File: src/rtl/alu_pkg.sv
// Shared encodings for the ALU dispatch block: unit select/control codes,
// operation classes and dispatch FSM states.
package alu_pkg;

  localparam logic [2:0] SEL_ADD = 3'd0;
  localparam logic [2:0] SEL_MUL = 3'd1;
  localparam logic [2:0] SEL_DIV = 3'd2;
  localparam logic [2:0] SEL_SLL = 3'd3;
  localparam logic [2:0] SEL_SR  = 3'd4;
  localparam logic [2:0] SEL_XOR = 3'd5;
  localparam logic [2:0] SEL_OR  = 3'd6;
  localparam logic [2:0] SEL_AND = 3'd7;

  localparam logic [1:0] CTL_NONE = 2'd0;
  localparam logic [1:0] CTL_ADD  = 2'd0;
  localparam logic [1:0] CTL_SUB  = 2'd1;
  localparam logic [1:0] CTL_SLT  = 2'd2;
  localparam logic [1:0] CTL_SLTU = 2'd3;
  localparam logic [1:0] CTL_SRL  = 2'd0;
  localparam logic [1:0] CTL_SRA  = 2'd1;

  localparam logic [6:0] F7_BASE = 7'b0000000;
  localparam logic [6:0] F7_ALT  = 7'b0100000;
  localparam logic [6:0] F7_MEXT = 7'b0000001;

  typedef enum logic [1:0] {
    CLS_SINGLE = 2'd0,
    CLS_MUL    = 2'd1,
    CLS_DIV    = 2'd2
  } op_class_e;

  typedef enum logic [1:0] {
    ST_IDLE = 2'd0,
    ST_WAIT = 2'd1,
    ST_HOLD = 2'd2
  } state_e;

endpackage

File: src/rtl/alu_dispatch_if.sv
// Decode-side and execute-side handshake bundle of the ALU dispatch block.
interface alu_dispatch_if;
  import alu_pkg::*;

  logic       in_valid;
  logic       in_ready;
  logic       in_is_imm;
  logic [2:0] funct3;
  logic [6:0] funct7;
  logic       out_valid;
  logic       out_ready;
  logic [2:0] select;
  logic [1:0] control;
  logic       illegal;

  modport master (
    output in_valid, in_is_imm, funct3, funct7, out_ready,
    input  in_ready, out_valid, select, control, illegal
  );

  modport slave (
    input  in_valid, in_is_imm, funct3, funct7, out_ready,
    output in_ready, out_valid, select, control, illegal
  );

endinterface

File: src/rtl/alu_op_decode.sv
// Combinational RV32 OP/OP-IMM funct3/funct7 decoder producing the ALU
// select/control code, the illegal flag and the timing class.
module alu_op_decode
  import alu_pkg::*;
#(
  parameter bit ENABLE_M = 1'b1
) (
  input  logic       in_is_imm,
  input  logic [2:0] funct3,
  input  logic [6:0] funct7,
  output logic [2:0] select,
  output logic [1:0] control,
  output logic       illegal,
  output op_class_e  op_class
);

  logic f7_base_s;
  logic f7_alt_s;
  logic f7_mext_s;

  assign f7_base_s = (funct7 == F7_BASE);
  assign f7_alt_s  = (funct7 == F7_ALT);
  assign f7_mext_s = (funct7 == F7_MEXT);

  // Illegal encodings keep the 000/00 defaults and only raise the flag.
  always_comb begin
    select   = SEL_ADD;
    control  = CTL_NONE;
    illegal  = 1'b0;
    op_class = CLS_SINGLE;
    if (in_is_imm) begin
      case (funct3)
        3'b000: begin select = SEL_ADD; control = CTL_ADD;  end
        3'b010: begin select = SEL_ADD; control = CTL_SLT;  end
        3'b011: begin select = SEL_ADD; control = CTL_SLTU; end
        3'b100: select = SEL_XOR;
        3'b110: select = SEL_OR;
        3'b111: select = SEL_AND;
        3'b001: begin
          if (f7_base_s) begin
            select = SEL_SLL;
          end else begin
            illegal = 1'b1;
          end
        end
        3'b101: begin
          if (f7_base_s) begin
            select  = SEL_SR;
            control = CTL_SRL;
          end else if (f7_alt_s) begin
            select  = SEL_SR;
            control = CTL_SRA;
          end else begin
            illegal = 1'b1;
          end
        end
        default: illegal = 1'b1;
      endcase
    end else if (f7_mext_s) begin
      if (ENABLE_M) begin
        select   = funct3[2] ? SEL_DIV : SEL_MUL;
        control  = funct3[1:0];
        op_class = funct3[2] ? CLS_DIV : CLS_MUL;
      end else begin
        illegal = 1'b1;
      end
    end else if (f7_alt_s) begin
      case (funct3)
        3'b000: begin select = SEL_ADD; control = CTL_SUB; end
        3'b101: begin select = SEL_SR;  control = CTL_SRA; end
        default: illegal = 1'b1;
      endcase
    end else if (f7_base_s) begin
      case (funct3)
        3'b000: begin select = SEL_ADD; control = CTL_ADD;  end
        3'b001: select = SEL_SLL;
        3'b010: begin select = SEL_ADD; control = CTL_SLT;  end
        3'b011: begin select = SEL_ADD; control = CTL_SLTU; end
        3'b100: select = SEL_XOR;
        3'b101: begin select = SEL_SR;  control = CTL_SRL;  end
        3'b110: select = SEL_OR;
        3'b111: select = SEL_AND;
        default: illegal = 1'b1;
      endcase
    end else begin
      illegal = 1'b1;
    end
  end

endmodule

File: src/rtl/alu_dispatch.sv
// ALU dispatch: accepts decoded funct fields, models multi-cycle mul/div
// latency and holds the registered select/control code until consumed.
module alu_dispatch
  import alu_pkg::*;
#(
  parameter int MUL_LATENCY = 3,
  parameter int DIV_LATENCY = 33,
  parameter bit ENABLE_M    = 1'b1
) (
  input  logic              clk,
  input  logic              rst,
  input  logic              flush,
  alu_dispatch_if.slave     bus,
  output logic              busy
);

  localparam logic [7:0] MUL_CNT = 8'(MUL_LATENCY - 1);
  localparam logic [7:0] DIV_CNT = 8'(DIV_LATENCY - 1);

  state_e     state_r;
  state_e     state_s;
  logic [7:0] cnt_r;
  logic [7:0] cnt_s;
  logic [2:0] select_r;
  logic [1:0] control_r;
  logic       illegal_r;

  logic [2:0] dec_select_s;
  logic [1:0] dec_control_s;
  logic       dec_illegal_s;
  op_class_e  dec_class_s;

  state_e     tgt_state_s;
  logic [7:0] tgt_cnt_s;
  logic       in_ready_s;
  logic       accept_s;

  alu_op_decode #(
    .ENABLE_M (ENABLE_M)
  ) u_decode (
    .in_is_imm (bus.in_is_imm),
    .funct3    (bus.funct3),
    .funct7    (bus.funct7),
    .select    (dec_select_s),
    .control   (dec_control_s),
    .illegal   (dec_illegal_s),
    .op_class  (dec_class_s)
  );

  // in_ready depends only on registered state, out_ready and flush.
  assign in_ready_s = !flush &&
                      ((state_r == ST_IDLE) || ((state_r == ST_HOLD) && bus.out_ready));
  assign accept_s   = bus.in_valid && in_ready_s;

  // Where an accepted op lands; a latency of 1 skips WAIT entirely.
  always_comb begin
    tgt_state_s = ST_HOLD;
    tgt_cnt_s   = 8'd0;
    case (dec_class_s)
      CLS_MUL: begin
        tgt_state_s = (MUL_CNT == 8'd0) ? ST_HOLD : ST_WAIT;
        tgt_cnt_s   = MUL_CNT;
      end
      CLS_DIV: begin
        tgt_state_s = (DIV_CNT == 8'd0) ? ST_HOLD : ST_WAIT;
        tgt_cnt_s   = DIV_CNT;
      end
      default: begin
        tgt_state_s = ST_HOLD;
        tgt_cnt_s   = 8'd0;
      end
    endcase
  end

  always_comb begin
    state_s = state_r;
    cnt_s   = cnt_r;
    if (flush) begin
      state_s = ST_IDLE;
    end else begin
      case (state_r)
        ST_IDLE: begin
          if (accept_s) begin
            state_s = tgt_state_s;
            cnt_s   = tgt_cnt_s;
          end else begin
            state_s = ST_IDLE;
          end
        end
        ST_WAIT: begin
          cnt_s = cnt_r - 8'd1;
          if (cnt_r <= 8'd1) begin
            state_s = ST_HOLD;
          end else begin
            state_s = ST_WAIT;
          end
        end
        ST_HOLD: begin
          if (!bus.out_ready) begin
            state_s = ST_HOLD;
          end else if (accept_s) begin
            state_s = tgt_state_s;
            cnt_s   = tgt_cnt_s;
          end else begin
            state_s = ST_IDLE;
          end
        end
        default: state_s = ST_IDLE;
      endcase
    end
  end

  always_ff @(posedge clk or posedge rst) begin
    if (rst) begin
      state_r <= ST_IDLE;
      cnt_r   <= 8'd0;
    end else begin
      state_r <= state_s;
      cnt_r   <= cnt_s;
    end
  end

  // Result code is captured at accept and held until the next accept.
  always_ff @(posedge clk or posedge rst) begin
    if (rst) begin
      select_r  <= SEL_ADD;
      control_r <= CTL_NONE;
      illegal_r <= 1'b0;
    end else if (accept_s) begin
      select_r  <= dec_select_s;
      control_r <= dec_control_s;
      illegal_r <= dec_illegal_s;
    end
  end

  assign bus.in_ready  = in_ready_s;
  assign bus.out_valid = (state_r == ST_HOLD);
  assign bus.select    = select_r;
  assign bus.control   = control_r;
  assign bus.illegal   = illegal_r;
  assign busy          = (state_r != ST_IDLE);

endmodule

File: src/flat_wrapper.sv
// flat-port wrapper written by rule: the top's interface ports become plain ports
module alu_dispatch_flat import alu_pkg::*;
#(
  parameter int MUL_LATENCY = 3,
  parameter int DIV_LATENCY = 33,
  parameter bit ENABLE_M    = 1'b1
)
  (clk, rst, flush, busy, bus_in_valid, bus_in_is_imm, bus_funct3, bus_funct7, bus_out_ready, bus_in_ready, bus_out_valid, bus_select, bus_control, bus_illegal);
  alu_dispatch_if bus_i ();
  input  logic clk;
  input  logic rst;
  input  logic flush;
  output logic busy;
  input wire logic [$bits(bus_i.in_valid)-1:0] bus_in_valid;
  input wire logic [$bits(bus_i.in_is_imm)-1:0] bus_in_is_imm;
  input wire logic [$bits(bus_i.funct3)-1:0] bus_funct3;
  input wire logic [$bits(bus_i.funct7)-1:0] bus_funct7;
  input wire logic [$bits(bus_i.out_ready)-1:0] bus_out_ready;
  output wire logic [$bits(bus_i.in_ready)-1:0] bus_in_ready;
  output wire logic [$bits(bus_i.out_valid)-1:0] bus_out_valid;
  output wire logic [$bits(bus_i.select)-1:0] bus_select;
  output wire logic [$bits(bus_i.control)-1:0] bus_control;
  output wire logic [$bits(bus_i.illegal)-1:0] bus_illegal;
  assign bus_i.in_valid = bus_in_valid;
  assign bus_i.in_is_imm = bus_in_is_imm;
  assign bus_i.funct3 = bus_funct3;
  assign bus_i.funct7 = bus_funct7;
  assign bus_i.out_ready = bus_out_ready;
  assign bus_in_ready = bus_i.in_ready;
  assign bus_out_valid = bus_i.out_valid;
  assign bus_select = bus_i.select;
  assign bus_control = bus_i.control;
  assign bus_illegal = bus_i.illegal;
  alu_dispatch #(.MUL_LATENCY(MUL_LATENCY), .DIV_LATENCY(DIV_LATENCY), .ENABLE_M(ENABLE_M)) u_core (.clk(clk), .rst(rst), .flush(flush), .bus(bus_i), .busy(busy));
endmodule
File: config.mk
export PLATFORM = sky130hd
export DESIGN_NAME = alu_dispatch_flat
export DESIGN_NICKNAME = d
export VERILOG_FILES = /design/src/rtl/alu_pkg.sv /design/src/rtl/alu_dispatch_if.sv /design/src/rtl/alu_op_decode.sv /design/src/rtl/alu_dispatch.sv /design/src/flat_wrapper.sv
export SDC_FILE = /design/constraint.sdc
export NUM_CORES = 1
export LEC_CHECK = 0
export BUFFER_PORTS_ARGS = -buffer_cell sky130_fd_sc_hd__buf_2
export CAP_MARGIN = 20
export CORE_MARGIN = 5
export CORE_UTILIZATION = 29
export CTS_CLUSTER_DIAMETER = 40
export CTS_CLUSTER_SIZE = 24
export DETAILED_ROUTE_END_ITERATION = 8
export GPL_ROUTABILITY_DRIVEN = 0
export MAX_ROUTING_LAYER = met4
export PLACE_DENSITY_LB_ADDON = 0.3
export SKIP_CTS_REPAIR_TIMING = 1
export SLEW_MARGIN = 25
export SYNTH_ARGS = -nofsm -noshare
export SYNTH_HDL_FRONTEND = slang
export SYNTH_SLANG_ARGS = --single-unit
File: constraint.sdc
create_clock -name clk -period 4.4 [get_ports clk]
set_input_delay 0.66 -clock clk [delete_from_list [all_inputs] [get_ports clk]]
set_output_delay 0.66 -clock clk [all_outputs]
set_load 0.05 [all_outputs]
==> results of run 1 <==
routing by layer:
metal	vias to the layer above	global-route usage	routed length, µm
met5	-	-	0
met1	509	0.137	1190
met4	0	0.0656	88
met2	25	0.195	1350
li1	532	-	-
met3	9	0.0165	107
metrics by stage:
stage          std cells  utilization
2_1_floorplan        134            -
3_3_place_gp         201        0.333
3_5_place_dp         201        0.333
4_1_cts              205        0.347
5_1_grt              205        0.347
6_report             205        0.347
worst min path at each step:
stage / slack (ns) / to / cells after the start
after floorplan: 0.50 / u_core.cnt_r[6]$_DFFE_PP0P_ / 2
after global placement: 0.47 / u_core.bus.illegal$_DFFE_PP0N_ / 2
after detailed placement: 0.47 / u_core.bus.illegal$_DFFE_PP0N_ / 2
after CTS: 0.49 / u_core.bus.illegal$_DFFE_PP0N_ / 2
after global routing: 0.51 / u_core.bus.illegal$_DFFE_PP0N_ / 2
final: 0.48 / u_core.bus.illegal$_DFFE_PP0N_ / 2
power by group through the flow:
stage | logic [mW] | clock network (mW) | registers (mW)
after floorplan | 0.0929 | 0 | 0.217
after global placement | 0.154 | 0 | 0.194
after CTS | 0.157 | 0.137 | 0.192
after global routing | 0.169 | 0.144 | 0.196
after detailed placement | 0.155 | 0 | 0.195
final | 0.155 | 0.132 | 0.192
registers in the layout, summed over array words and instances, names as in the netlist:
name	cells
u_core.bus.select	3
u_core.bus.illegal	1
u_core.cnt_r	8
u_core.state_r	2
u_core.bus.control	2
critical path: stages:
cell	delay [ns]
sky130_fd_sc_hd__buf_2	0.09
sky130_fd_sc_hd__or3_1	0.38
sky130_fd_sc_hd__or3_1	0.37
sky130_fd_sc_hd__or3_1	0.41
sky130_fd_sc_hd__ha_1	0.32
sky130_fd_sc_hd__a21boi_0	0.15
sky130_fd_sc_hd__o22ai_1	0.09
sky130_fd_sc_hd__nor2b_1	0.14
final cells by class:
class / instances / share of cell area
multi-input combinational: 103 / 0.511
timing repair buffer: 24 / 0.0878
clock buffer: 4 / 0.0403
inverter: 8 / 0.0220
sequential: 16 / 0.293
tap: 50 / 0.0457
cells in the final DEF (no fill, tap or decap), types with 2 or more instances in the layout:
cell | netlist | final
sky130_fd_sc_hd__o22ai_1 | 2 | 2
sky130_fd_sc_hd__clkbuf_8 | 0 | 4
sky130_fd_sc_hd__or2_2 | 4 | 4
sky130_fd_sc_hd__a211oi_1 | 4 | 4
sky130_fd_sc_hd__o2111ai_1 | 2 | 2
sky130_fd_sc_hd__nor2b_1 | 4 | 4
sky130_fd_sc_hd__nand2_1 | 9 | 9
sky130_fd_sc_hd__o21ai_0 | 2 | 2
sky130_fd_sc_hd__nand3_1 | 7 | 7
sky130_fd_sc_hd__a21boi_0 | 2 | 2
sky130_fd_sc_hd__buf_2 | 1 | 24
sky130_fd_sc_hd__inv_1 | 7 | 7
sky130_fd_sc_hd__xnor2_1 | 4 | 4
sky130_fd_sc_hd__or4_1 | 3 | 3
sky130_fd_sc_hd__or3_1 | 4 | 4
sky130_fd_sc_hd__o31ai_1 | 3 | 3
sky130_fd_sc_hd__a21o_1 | 3 | 3
sky130_fd_sc_hd__nand2b_1 | 5 | 5
sky130_fd_sc_hd__dfrtp_1 | 16 | 16
sky130_fd_sc_hd__ha_1 | 4 | 4
sky130_fd_sc_hd__nor2_1 | 10 | 10
sky130_fd_sc_hd__a2bb2oi_1 | 2 | 2
sky130_fd_sc_hd__a21oi_1 | 7 | 7
cell families (layout without fill, tap and decap cells):
logic type / Yosys count / after routing / share of synthesized area
buffers and inverters: 15 / 36 / 0.0497
DFF: 16 / 16 / 0.346
xor gates and xnor gates: 5 / 5 / 0.0378
and+or+nand+nor: 54 / 54 / 0.255
adders and majority gates: 4 / 4 / 0.0432
muxes: 1 / 1 / 0.00865
AOI/OAI and AO/OA: 39 / 39 / 0.259
==> impl_summary.txt, run 1 <==
----------------------------------------------------
[Route]
  Initial detailed-routing violation count ... 36
  Routed vias ... roughly 1100
  Post-detailed-route via-to-cell ratio ... ~5.2
  Total wirelength of the detailed-routed design ... around 2700 µm
  Remaining DRCs ... 0
  Detail Route Antenna Nets ... 0
  Drt first pass iters ... 4
  Post-detailed-route wirelength per cell ... ~13 µm

[Global routing]
  Via count of the first global-routing pass ... around 1100
  Largest net degree at the start of global routing ... 17
  Initial antenna violation count ... 0
  First-pass GRT wire length ... slightly below 5000 µm
  Total routing usage reported by global routing ... 0.118
  GR Overflow Total ... 0

[Cells and area]
  Fraction of final layout cells with drive strength greater than 1 ... 0.245
  Count of filler cells inserted in the layout ... between 400 and 500
  Layout Area Growth over Synthesis ... 18.2%
  ANT cells ... 0
  Cell area after layout ... 1370 µm²
  Sequential cell area ... ~400 µm²
  # nets final ... 176
  Area occupied by multi-input gates ... ~700 µm²

[Power]
  Max VDD drop ... 0.0800 mV
  Overall power of the completed layout ... between 400 and 500 µW
  Part of the power in the clock network ... 0.275
  Leakage power ... 0.633 nW
  Cell Int Power ... about 310 µW
  Switching power ... between 150 and 200 µW
  Power density over the cells ... around 350 nW/µm²
  Net switching fraction of the power ... 0.353
  Portion of total power attributed to combinational logic ... 0.323
  Flop pwr share ... 0.402

[Hold path]
  Worst min-delay path class ... flop to flop
  Hold path start ... u_core.bus.illegal$_DFFE_PP0N_

[Placed design]
  Count of buffers from port buffering ... 24
  Post-placement setup slack ... 1.67 ns
  Placed Instance Area ... around 1300 µm²
  DP HPWL ... 2140 µm

[Job]
  Number of violations of the max-capacitance limit ... 0

[Logic synthesis]
  Synth Register Bits ... 16
  Sequential share of the synthesized area ... 0.346
  Number of distinct library cells after synthesis ... 47
  Gate Count Post-Synth ... around 130
  Biggest area contributors in the synthesized netlist ... sky130_fd_sc_hd__dfrtp_1 (35%), sky130_fd_sc_hd__ha_1 (4.3%), sky130_fd_sc_hd__nor2_1 (3.2%)
  Area share of the leading cell type in the synthesized netlist ... 0.346
  Cell area after synthesis ... about 1200 µm²
  Library cell occupying the most area in the post-synthesis netlist ... sky130_fd_sc_hd__dfrtp_1
  Most used standard cell by instance count after synthesis ... sky130_fd_sc_hd__dfrtp_1
  Number of synthesized flops with an enable pin ... 0
  Post-synthesis area per instance ... between 8 and 9 µm²
  Post-synth top flop ... sky130_fd_sc_hd__dfrtp_1
  Synthesized netlist net count ... roughly 150
  Total number of yosys warnings ... 0
  Commonest cells post-synth ... sky130_fd_sc_hd__dfrtp_1 (16), sky130_fd_sc_hd__nor2_1 (10), sky130_fd_sc_hd__nand2_1 (9)
  Proportion of synthesized flip-flops having asynchronous set or reset ... 1.00

[CTS]
  Clock insertion delay at the later pin of the skew report ... 0.25 ns
  Clock H-tree levels ... 1
  TritonCTS clock tree ... done
  CTS buffer count ... 3
  Sinks on the clock net ... 16
  Max clock buf depth ... 2
  Register clock-pin slew on the reported worst setup and hold paths ... 0.06 ns
  Root buf cell ... sky130_fd_sc_hd__clkbuf_8

[STA]
  Unrepaired setup endpoints after global routing ... no
  Worst-margin pin slew ... 0.662 ns
  Worst-case setup margin in the final layout ... ~1.9 ns
  Worst hold margin ... about 0.48 ns
  Fin Clk Skew ... approximately 0.0026 ns
  Crit path time final ... 2.48 ns
  Number of max-slew violations in the final report ... 0
  Remaining max-slew budget at the tightest pin ... 0.558
  Fin. Hold Viols ... 0
  Count of final setup violators ... 0
  Max Clock Freq ... about 0.40 GHz
  Total Negative Setup Slacks ... 0 ns
  Share of the cycle needed by the critical path after routing ... 0.564

[Floorplanning]
  Die boundary width ... between 70 and 80 µm
  Row count ... 23
  Core Area ... ~3900 µm²
  Initial core utilization ... 0.294
  DIE AREA ... roughly 5400 µm²
  I/O pin total ... 25
  Die height ... about 73 µm

[Worst setup path]
  Setup slack, reg-to-reg ... 2.44 ns
  Crit end category ... flop
  CP Data Required Time ... between 4 and 5 ns
  Crit path capture ... u_core.state_r[1]$_DFF_PP0_
  Max FO, Critical Path ... 3
  R2R Path Start ... u_core.state_r[1]$_DFF_PP0_
  Launching element of the worst setup path ... bus_funct7[1]
  Endpoint of the lowest-slack register-to-register path ... u_core.bus.select[0]$_DFFE_PP0N_
  WP data arrival ... 2.63 ns
  Worst R2R Path Depth ... 4
  Category of the worst setup path launch point ... input port
  Type of the worst setup path ... input port to flop

[Outcome]
  Run status ... finished clean

----------------------------------------------------
Note: power is estimated with default switching activity, not from simulation.
==> inputs of run 2 (changes only) <==
Clock period 4.4 ns to 2.55 ns, I/O delays scaled along.
==> run 2 against run 1 <==
Compared with the run above: flip-flop and latch count did not move; worst hold slack worse by 0.28 ns; first-iteration DRC count increased by 19%; largest power group unchanged; clock-buffer cell count is the same; sequential share of layout area fell by 0.16 points; largest cell class unchanged; global-route usage shrank 0.081 points; power is 72% higher; critical path depth is the same; routed wire length rose by 1.3%; via count grew 1.2%.
==> impl_summary.txt, run 2 (synthesized netlist as in run 1, its figures left out) <==
----------------------------------------------------
[Route]
  Post-detailed-route wirelength per cell ... roughly 13 µm
  Total wirelength of the detailed-routed design ... around 2800 µm
  Post-detailed-route via-to-cell ratio ... between 5 and 6
  Detail Route Antenna Nets ... 0
  Drt first pass iters ... 4
  Initial detailed-routing violation count ... 43
  Remaining DRCs ... 0
  Routed vias ... approximately 1100

[Global routing]
  Largest net degree at the start of global routing ... 17
  Via count of the first global-routing pass ... about 1100
  Initial antenna violation count ... 0
  First-pass GRT wire length ... between 4000 and 5000 µm
  GR Overflow Total ... 0
  Total routing usage reported by global routing ... 0.117

[Floorplanning]
  Die boundary width ... around 73 µm
  DIE AREA ... 5350 µm²
  Initial core utilization ... 0.294
  I/O pin total ... 25
  Core Area ... just under 4000 µm²
  Row count ... 23
  Die height ... around 73 µm

[Worst setup path]
  Category of the worst setup path launch point ... input port
  WP data arrival ... about 2.3 ns
  Type of the worst setup path ... input port to flop
  Cell-by-cell trace of the critical path ... buf_2 -> or3_1 -> or3_1 -> or3_1 -> ha_1 -> a21boi_0 -> o22ai_1 -> nor2b_1
  Max FO, Critical Path ... 3
  Crit end category ... flop
  Top cell family by delay on the critical path ... simple AND/OR/NAND/NOR gates
  CP Data Required Time ... around 2.7 ns
  Crit-path most repeated cell ... sky130_fd_sc_hd__or3_1
  Max incr delay on CP ... 0.40 ns
  Cell with the largest stage delay on the worst path ... sky130_fd_sc_hd__or3_1
  Worst path bufs/invs ... 1

[Cells and area]
  Filler-free cell count of the finished design ... 206
  Sequential cell area ... ~400 µm²
  Leading cell type in the layout, fill and taps excluded ... sky130_fd_sc_hd__buf_2
  Most frequent cells in the layout ... sky130_fd_sc_hd__buf_2 (24), sky130_fd_sc_hd__dfrtp_1 (16), sky130_fd_sc_hd__nor2_1 (10)
  Largest reg by FF count ... u_core.cnt_r
  Layout Area Growth over Synthesis ... 18.8%
  Cell area after layout ... ~1400 µm²
  Fraction of final layout cells with drive strength greater than 1 ... 0.250
  Area occupied by multi-input gates ... 699 µm²
  # nets final ... 177
  Count of filler cells inserted in the layout ... about 420
  Largest register FFs ... 8
  Core utilization of the finished layout ... 0.349
  ANT cells ... 0

[Placed design]
  Number of cells in the design after placement ... approximately 200
  Placed Instance Area ... around 1300 µm²
  DP HPWL ... 2210 µm
  Count of buffers from port buffering ... 24
  Post-placement setup slack ... roughly 0.096 ns

[CTS]
  Root buf cell ... sky130_fd_sc_hd__clkbuf_8
  CTS buffer count ... 3
  Max clock buf depth ... 2
  Clock insertion delay at the later pin of the skew report ... between 0.2 and 0.3 ns
  TritonCTS clock tree ... done
  Register clock-pin slew on the reported worst setup and hold paths ... ~0.060 ns
  Clock H-tree levels ... 1
  Sinks on the clock net ... 16

[STA]
  Count of final setup violators ... 0
  Max Clock Freq ... about 0.46 GHz
  Worst-case setup margin in the final layout ... between 0.3 and 0.4 ns
  Worst-margin pin slew ... just over 0.6 ns
  Remaining max-slew budget at the tightest pin ... 0.586
  Unrepaired setup endpoints after global routing ... no
  Fin Clk Skew ... around 0.0037 ns
  Share of the cycle needed by the critical path after routing ... 0.860
  Crit path time final ... around 2.2 ns
  Number of max-slew violations in the final report ... 0
  Fin. Hold Viols ... 0
  Total Negative Setup Slacks ... 0 ns

[Power]
  Leakage power ... ~0.64 nW
  Power density over the cells ... between 500 and 600 nW/µm²
  Max VDD drop ... between 0.15 and 0.2 mV

[Hold path]
  Worst min-delay path class ... input port to async pin

[Outcome]
  Run status ... finished clean

[Job]
  Number of violations of the max-capacitance limit ... 0

----------------------------------------------------
## run 2: cell count changes in the layout (fill, tap and decap cells not counted)
cell,previous run,this run
sky130_fd_sc_hd__buf_4,0,1
## run 2: layer usage
layer | up-vias | share of wire | wire length [µm] | GRT usage
met5 | - | 0 | 0 | -
met4 | 0 | 0.016 | 45 | 0.0471
met3 | 6 | 0.041 | 114 | 0.0179
met2 | 36 | 0.49 | 1370 | 0.200
met1 | 512 | 0.45 | 1250 | 0.137
li1 | 534 | - | - | -
## run 2: worst paths after layout
check | start | end | slack (ns) | cells past startpoint
max in group asynchronous | rst | u_core.state_r[0]$_DFF_PP0_ | 1.95 | 2
setup / recovery | bus_funct7[1] | u_core.state_r[1]$_DFF_PP0_ | 0.36 | 8
setup reg to reg | u_core.cnt_r[2]$_DFFE_PP0P_ | u_core.cnt_r[7]$_DFFE_PP0P_ | 0.71 | 4
min in group clk | flush | u_core.state_r[1]$_DFF_PP0_ | 0.36 | 2
hold / removal | rst | u_core.bus.select[1]$_DFFE_PP0N_ | 0.20 | 2
hold reg to reg | u_core.bus.control[1]$_DFFE_PP0N_ | u_core.bus.control[1]$_DFFE_PP0N_ | 0.48 | 2
## run 2: where the power goes
| group | internal (mW) | switching, mW |
|---|---|---|
| clock | 0.137 | 0.0855 |
| sequential | 0.295 | 0.0363 |
| combinational | 0.103 | 0.168 |
## run 2: worst reg2reg max path: stages (launching register included)
cell and delay, ns:
sky130_fd_sc_hd__dfrtp_1 0.42, sky130_fd_sc_hd__or3_1 0.42, sky130_fd_sc_hd__or3_4 0.36, sky130_fd_sc_hd__or4_1 0.41
sky130_fd_sc_hd__a21oi_1 0.15
## run 2: per-stage QoR
step           hold WS [ns]  total power, mW
3_5_place_dp          0.465            0.607
2_1_floorplan         0.296            0.535
5_1_grt               0.271            0.872
4_1_cts               0.235            0.833
3_3_place_gp          0.468            0.602
6_report              0.199            0.824
## run 2: cell type report
cell class              count  share of cell area
clock buffers               4              0.0400
repair buffers             25              0.0928
inverters                   8              0.0218
multi-input cells         103               0.509
flip-flops and latches     16               0.291
well taps                  50              0.0455
==> inputs of run 3 (changes only) <==
Settings changed: CORE_MARGIN 5 to 8.
==> run 3 against run 2 <==
Compared with the run above: combinational power barely moved; utilization rose by 0.26 points; setup slack improved by 0.0053 ns; routed wire length rose by 3.1%; non-clock buffer count did not move; register-to-register slack barely moved; flip-flop and latch count did not move; sequential share of layout area did not move; critical path type unchanged; critical endpoint unchanged; largest cell class unchanged; largest power group unchanged; highest routed layer unchanged.
==> impl_summary.txt, run 3 (synthesized netlist as in run 1, its figures left out) <==
----------------------------------------------------
[Outcome]
  Run status ... finished clean

[STA]
  Fin. Hold Viols ... 0
  Fin Clk Skew ... 0.000784 ns
  Total Negative Setup Slacks ... 0 ns
  Unrepaired setup endpoints after global routing ... no
  Remaining max-slew budget at the tightest pin ... 0.586
  Count of final setup violators ... 0
  Worst-case setup margin in the final layout ... around 0.36 ns
  Number of max-slew violations in the final report ... 0
  Crit path time final ... 2.19 ns
  Share of the cycle needed by the critical path after routing ... 0.858
  Worst-margin pin slew ... approximately 0.62 ns
  Worst hold margin ... 0.203 ns
  Max Clock Freq ... 0.457 GHz

[Worst setup path]
  Top cell family by delay on the critical path ... simple AND/OR/NAND/NOR gates
  Crit end category ... flop
  Cell with the largest stage delay on the worst path ... sky130_fd_sc_hd__or3_1
  Cell-by-cell trace of the critical path ... buf_2 -> or3_1 -> or3_1 -> or3_1 -> ha_1 -> a21boi_0 -> o22ai_1 -> nor2b_1
  CP Data Required Time ... ~2.7 ns
  Type of the worst setup path ... input port to flop
  Crit-path most repeated cell ... sky130_fd_sc_hd__or3_1
  Max FO, Critical Path ... 3
  Category of the worst setup path launch point ... input port
  WP data arrival ... between 2 and 2.5 ns
  Max incr delay on CP ... 0.40 ns
  Worst path bufs/invs ... 1

[Global routing]
  First-pass GRT wire length ... roughly 4700 µm
  Via count of the first global-routing pass ... between 1000 and 1500
  Most heavily used metal layer in global routing ... met2
  Largest net degree at the start of global routing ... 17
  GR Overflow Total ... 0
  Total routing usage reported by global routing ... 0.0963
  GR Util met1 ... 0.110
  Initial antenna violation count ... 0
  GR Util met3 ... 0.0237
  Grt met2 use ... 0.156

[Floorplanning]
  Initial core utilization ... 0.296
  I/O pin total ... 25
  Die boundary width ... between 70 and 80 µm
  Die height ... approximately 79 µm
  Core Area ... ~3900 µm²
  Row count ... 23
  DIE AREA ... about 6300 µm²

[CTS]
  Max clock buf depth ... 2
  Clock insertion delay at the later pin of the skew report ... 0.25 ns
  Register clock-pin slew on the reported worst setup and hold paths ... 0.06 ns
  TritonCTS clock tree ... done
  Clock H-tree levels ... 1
  Root buf cell ... sky130_fd_sc_hd__clkbuf_8
  Sinks on the clock net ... 16
  CTS buffer count ... 3

[Placed design]
  Placed Instance Area ... about 1300 µm²
  Count of buffers from port buffering ... 24
  Post-placement setup slack ... roughly 0.11 ns
  DP HPWL ... 2270 µm
  Number of cells in the design after placement ... a little over 200

[Cells and area]
  Core utilization of the finished layout ... 0.351
  Filler-free cell count of the finished design ... approximately 210
  Layout Area Growth over Synthesis ... 18.8%
  Fraction of final layout cells with drive strength greater than 1 ... 0.250
  # nets final ... approximately 180
  Cell area after layout ... approximately 1400 µm²
  Largest register FFs ... 8
  Largest reg by FF count ... u_core.cnt_r
  Most frequent cells in the layout ... sky130_fd_sc_hd__buf_2 (24), sky130_fd_sc_hd__dfrtp_1 (16), sky130_fd_sc_hd__nor2_1 (10)
  Leading cell type in the layout, fill and taps excluded ... sky130_fd_sc_hd__buf_2
  ANT cells ... 0

[Power]
  Overall power of the completed layout ... about 820 µW
  Leakage power ... about 0.64 nW
  Max VDD drop ... 0.173 mV
  Power density over the cells ... around 600 nW/µm²

[Route]
  Remaining DRCs ... 0
  Post-detailed-route wirelength per cell ... approximately 14 µm
  Routed vias ... 1065
  Drt first pass iters ... 4
  Initial detailed-routing violation count ... 49
  Post-detailed-route via-to-cell ratio ... around 5.2
  Total wirelength of the detailed-routed design ... 2860 µm
  Detail Route Antenna Nets ... 0

[Hold path]
  Worst min-delay path class ... input port to async pin

[Job]
  Number of violations of the max-capacitance limit ... 0

----------------------------------------------------
run 3: cell counts in the layout (fill, tap and decap cells not counted):
No cell type changed its count.
run 3: final timing paths:
| check | startpoint | to | slack, ns | cells after the start |
|---|---|---|---|---|
| worst max register to register | u_core.cnt_r[2]$_DFFE_PP0P_ | u_core.cnt_r[7]$_DFFE_PP0P_ | 0.71 | 4 |
| min in group clk | flush | u_core.state_r[1]$_DFF_PP0_ | 0.35 | 2 |
| worst min register to register | u_core.bus.illegal$_DFFE_PP0N_ | u_core.bus.illegal$_DFFE_PP0N_ | 0.48 | 2 |
| worst min-delay path | rst | u_core.cnt_r[2]$_DFFE_PP0P_ | 0.20 | 2 |
| max in group asynchronous | rst | u_core.state_r[0]$_DFF_PP0_ | 1.95 | 2 |
| worst max-delay path | bus_funct7[1] | u_core.state_r[1]$_DFF_PP0_ | 0.36 | 8 |
run 3: cell type report:
type,count,area [µm²]
Fill cell,453,2540
Multi-Input combinational cell,103,699
Sequential cell,16,400
Timing Repair Buffer,25,128
Tap cell,50,62.6
Clock buffer,4,55.1
Inverter,8,30.0
run 3: routing by layer:
layer,share of wire,vias up
li1,-,534
met1,0.47,503
met2,0.49,24
met3,0.034,4
met4,0.013,0
met5,0,-
run 3: where the power goes:
group	internal (mW)	total (mW)	switching, mW
sequential	0.295	0.333	0.0371
combinational	0.103	0.271	0.168
clock	0.137	0.220	0.0835
total	0.535	0.824	0.288
